`config.mk`:
```
export PLATFORM = sky130hd
export DESIGN_NAME = tdm_demux8_flat
export DESIGN_NICKNAME = d
export VERILOG_FILES = /design/src/rtl/tdm_pkg.sv /design/src/rtl/tdm_demux8_if.sv /design/src/rtl/tdm_slot_ctr.sv /design/src/rtl/tdm_demux8.sv /design/src/flat_wrapper.sv
export SDC_FILE = /design/constraint.sdc
export NUM_CORES = 1
export LEC_CHECK = 0
export CORE_ASPECT_RATIO = 0.75
export CORE_MARGIN = 2
export CORE_UTILIZATION = 36
export CTS_BUF_LIST = sky130_fd_sc_hd__clkbuf_8 sky130_fd_sc_hd__clkbuf_16
export DETAILED_ROUTE_END_ITERATION = 16
export PLACE_DENSITY = 0.61
export SETUP_SLACK_MARGIN = 0.2
export SLEW_MARGIN = 0
export SYNTH_ARGS = -nofsm -noshare
export SYNTH_HDL_FRONTEND = slang
export SYNTH_SLANG_ARGS = --single-unit
```
`constraint.sdc`:
```
create_clock -name clk -period 4.27 [get_ports clk]
set_input_delay 0.854 -clock clk [delete_from_list [all_inputs] [get_ports clk]]
set_output_delay 0.854 -clock clk [all_outputs]
set_load 0.01 [all_outputs]
```
`src/rtl/tdm_pkg.sv`:
```
// tdm_pkg: shared constants and types for the 8:1 TDM receive path
package tdm_pkg;
    localparam int N_CH = 8;
    localparam int SEL_W = $clog2(N_CH);
    typedef logic [SEL_W-1:0] slot_t;
    typedef enum logic {ST_UNLOCKED, ST_LOCKED} state_t;
endpackage

```
`src/rtl/tdm_demux8_if.sv`:
```
// tdm_demux8_if: serial link inputs and recovered parallel frame outputs
interface tdm_demux8_if;
    import tdm_pkg::*;
    logic en;
    logic din;
    logic sync;
    slot_t sel;
    logic [N_CH-1:0] slot_oh;
    logic [N_CH-1:0] dout;
    logic frame_valid;
    logic locked;
    logic sync_err;
    modport master(output en, din, sync, input sel, slot_oh, dout, frame_valid, locked, sync_err);
    modport slave(input en, din, sync, output sel, slot_oh, dout, frame_valid, locked, sync_err);
endinterface

```
`src/rtl/tdm_slot_ctr.sv`:
```
// tdm_slot_ctr: mod-N_CH slot counter with clear, load-to-1 on sync and step enable
module tdm_slot_ctr import tdm_pkg::*; (
    input  logic  clk,
    input  logic  clr,
    input  logic  en,
    input  logic  load,
    output slot_t sel,
    output logic  last
);
    always_ff @(posedge clk) begin
        if (clr) sel <= '0;
        else if (load) sel <= slot_t'(1);
        else if (en) sel <= sel + slot_t'(1);
    end
    assign last = sel == slot_t'(N_CH - 1);
endmodule

```
`src/rtl/tdm_demux8.sv`:
```
// tdm_demux8: steers serial TDM slots into channel registers and emits whole frames
module tdm_demux8 import tdm_pkg::*; (
    input logic clk,
    input logic reset,
    tdm_demux8_if.slave bus
);
    state_t state, state_nx;
    logic [N_CH-2:0] cap;
    slot_t sel, idx;
    logic last, strobe_lk, wr, done, misalign;
    assign strobe_lk = bus.en & (state == ST_LOCKED);
    assign wr = bus.en & (bus.sync | state == ST_LOCKED);
    assign done = strobe_lk & ~bus.sync & last;
    assign misalign = strobe_lk & bus.sync & (sel != '0);
    assign idx = bus.sync ? '0 : sel;
    tdm_slot_ctr u_ctr (
        .clk(clk),
        .clr(reset),
        .en(strobe_lk),
        .load(bus.en & bus.sync),
        .sel(sel),
        .last(last)
    );
    always_ff @(posedge clk) begin
        state <= reset ? ST_UNLOCKED : state_nx;
    end
    always_comb begin
        state_nx = (bus.en & bus.sync) ? ST_LOCKED : state;
    end
    always_comb begin
        bus.locked = state == ST_LOCKED;
    end
    assign bus.sel = sel;
    assign bus.slot_oh = {{(N_CH-1){1'b0}}, 1'b1} << sel;
    // The last slot bit bypasses cap and goes straight into dout with the frame.
    always_ff @(posedge clk) begin
        if (reset) begin
            cap <= '0;
            bus.dout <= '0;
            bus.frame_valid <= 1'b0;
            bus.sync_err <= 1'b0;
        end else begin
            bus.frame_valid <= done;
            bus.sync_err <= misalign;
            for (int i = 0; i < N_CH - 1; i++)
                if (wr && idx == slot_t'(i)) cap[i] <= bus.din;
            if (done) bus.dout <= {bus.din, cap};
        end
    end
endmodule
```
`src/flat_wrapper.sv`:
```
// flat-port wrapper written by rule: the top's interface ports become plain ports
module tdm_demux8_flat import tdm_pkg::*;
  (clk, reset, bus_en, bus_din, bus_sync, bus_sel, bus_slot_oh, bus_dout, bus_frame_valid, bus_locked, bus_sync_err);
  tdm_demux8_if bus_i ();
  input logic clk;
  input logic reset;
  input wire logic [$bits(bus_i.en)-1:0] bus_en;
  input wire logic [$bits(bus_i.din)-1:0] bus_din;
  input wire logic [$bits(bus_i.sync)-1:0] bus_sync;
  output wire logic [$bits(bus_i.sel)-1:0] bus_sel;
  output wire logic [$bits(bus_i.slot_oh)-1:0] bus_slot_oh;
  output wire logic [$bits(bus_i.dout)-1:0] bus_dout;
  output wire logic [$bits(bus_i.frame_valid)-1:0] bus_frame_valid;
  output wire logic [$bits(bus_i.locked)-1:0] bus_locked;
  output wire logic [$bits(bus_i.sync_err)-1:0] bus_sync_err;
  assign bus_i.en = bus_en;
  assign bus_i.din = bus_din;
  assign bus_i.sync = bus_sync;
  assign bus_sel = bus_i.sel;
  assign bus_slot_oh = bus_i.slot_oh;
  assign bus_dout = bus_i.dout;
  assign bus_frame_valid = bus_i.frame_valid;
  assign bus_locked = bus_i.locked;
  assign bus_sync_err = bus_i.sync_err;
  tdm_demux8 u_core (.clk(clk), .reset(reset), .bus(bus_i));
endmodule
```
==> impl_metrics.ini <==
[outcome]
outcome = completed

[timing]
slew_violations = 0
report.final.hold_viol_count = 0
period_share_pct = 61.5
setup_slack_ns = 1.64
finClkSkew_ns = 0.00679
period_needed_ns = 2.63
slew_headroom_pct = 56.8
setup-tns-final_ns = 0
whs_ns = 0.455
worst_pin_slew_ns = 0.646
setup_violations = 0
rsz0062_at_grt = false
fmax_ghz = 0.381

[synthesis]
ys_async_sr_fraction_pct = 0
yosys-top-cells-count = dfxtp_1 (21), nand2_1 (16), a21oi_1 (10)
seq_area_frac_synth_pct = 43.1
ys_seq_elements = 21
yosysMostFrequentCell = dfxtp_1
yosys-top-cells-area = dfxtp_1 (43%), ha_1 (7.7%), mux2i_1 (7.2%)
yosysWarningCount = 0
syn_area_um2 = 975
yosys.area.top_type = dfxtp_1
synthDistinctLibCells = 25
avgSynthCellArea_um2 = 9.02
synthesis.nets = 119
synth_top_area_share_pct = 43.1
synthCells = 108
synth-edff-count = 0
synth_ff_type = dfxtp_1

[routing]
totalWireLength_mm = 1.85
antenna_left = 0
first_iter_violations = 23
wl_per_cell_um = 11.1
drcViolationCount = 0
vias = 805
dr.pass1.iters = 3
via_per_inst = 4.82

[placed_design]
place_area_um2 = 1240
hpwl_mm = 1.39
post-place-cells = 163
pre_cts_slack_ns = 1.90
place.gp.congestion = 0.737
numPortBuffers = 26

[clock_tree]
cts_buffer_depth = 2
htree_levels = 1
clk_pin_slew_ns = 0.08
cts_root_buf = clkbuf_8
clk-insertion-delay-late_ns = 0.26
ctsHoldBuffers = 0
cts_resized = 0
cts_setup_buffers = 0
clkSinkCount = 21
cts_buffers = 3
cts_tree = done

[critical_path]
critPathBufInv = 1
cp-end-kind = output pin
arrival_ns = 1.77
slowest_delay_ns = 0.56
crit_chain = ha_1 -> ha_1 -> clkdlybuf4s50_1
crit_top_cell = ha_1
cp-start-kind = register
cp_top_family = buffers and inverters
criticalPathCategory = register to output pin
cp_data_required_time_ns = 3.42
cp_slowest_cell = clkdlybuf4s50_1
crit_path_max_fanout = 10

[cells_and_area]
layout.nets = 143
syn_to_final_growth_pct = 31.6
stdcell_count = 167
fin_area_um2 = 1280
n_antenna_cell = 0
layout-drive-gt1-share_pct = 3.82
fillers = 256

[floorplanning]
initial_core_util_pct = 37.7
die_y_um = 49.1
rows = 16
die-area_um2 = 3140
die-width_um = 64.1
pin_count = 27
core_um2 = 2580

[global_route]
antenna_found_initial = 0
grt_start_max_net_pins = 23
grt_pass1_wl_mm = 3.14
gr-total-overflow = 0
first_global_vias = 722
grtUsageTotal_pct = 12.8

[pwr]
powerDensity_nw_per_um2 = 279
p_leak_nw = 0.506
vdd_drop_max_uv = 207

[flow_run]
cap_violations = 0

[hold_path]
min_path_type = register to register
==> worst min-delay path, stage by stage, from the launching register on <==
cell,delay (ns)
dfxtp_1,0.31
nand2_1,0.05
a21oi_1,0.05
==> cell usage in the layout (no fill, tap or decap) <==
cell              n
o21bai_1          1
a21o_1            1
a22oi_1           2
nor2b_1           4
and3b_1           1
o211ai_1          2
clkbuf_8          3
nor2_1            5
nand4b_1          2
a21oi_1          10
nand2b_1          8
inv_1             4
nor3b_1           1
clkinv_2          1
o21ai_0           1
ha_1              6
and4b_1           1
and2_1            3
nand4_1           2
mux2i_1           7
dfxtp_1          21
and4_4            1
clkdlybuf4s50_1  26
nand2_1          16
nand3_1           2
==> per-stage QoR <==
stage,util [%],total power [W]
after floorplan,-,0.000224
after detailed placement,47.9,0.000236
final,49.7,0.000358
after global placement,47.9,0.000235
after global routing,49.7,0.000374
after CTS,49.7,0.000363
==> final cells by class <==
class	count	area (um^2)	share of cell area [%]
Clock buffer	3	41.3	3.22
Clock inverter	1	5.00	0.390
Inverter	4	15.0	1.17
Multi-Input combinational cell	76	495	38.6
Sequential cell	21	420	32.8
Tap cell	36	45.0	3.51
Timing Repair Buffer	26	260	20.3
==> power breakdown <==
group | internal [W] | switching, W
clock | 0.0000649 | 0.0000621
sequential | 0.000198 | 0.00000336
combinational | 0.0000153 | 0.0000141
==> sequential cells by signal, indices dropped and copies added (netlist names) <==
register                count
u_core.bus.locked           1
u_core.u_ctr.sel            3
u_core.cap                  7
u_core.bus.frame_valid      1
u_core.bus.sync_err         1
u_core.bus.dout             8
==> cells by family after synthesis <==
family,after synthesis,synth area share (%)
buf+inv,11,6.03
fa+ha+maj,6,7.70
simple gates,46,25.7
mux,7,7.19
compound gates,17,10.3
flops,21,43.1
==> worst paths after layout <==
path                             from            endpoint  slack, ns  cells past startpoint
setup reg to reg  u_core.u_ctr.sel[1]  u_core.bus.dout[7]       2.55                      5
hold reg to reg         u_core.cap[2]  u_core.bus.dout[2]       0.46                      2
setup / recovery  u_core.u_ctr.sel[1]      bus_slot_oh[7]       1.64                      3
hold / removal          u_core.cap[2]  u_core.bus.dout[2]       0.46                      2
==> metal layers <==
metal / part of all wire [%] / global-route usage (%)
met5: 0 / 0
met4: 0 / 2.17
met3: 3.6 / 4.85
met2: 47 / 20.7
met1: 50 / 16.4
No activity file was read; power rests on OpenSTA's default activity.
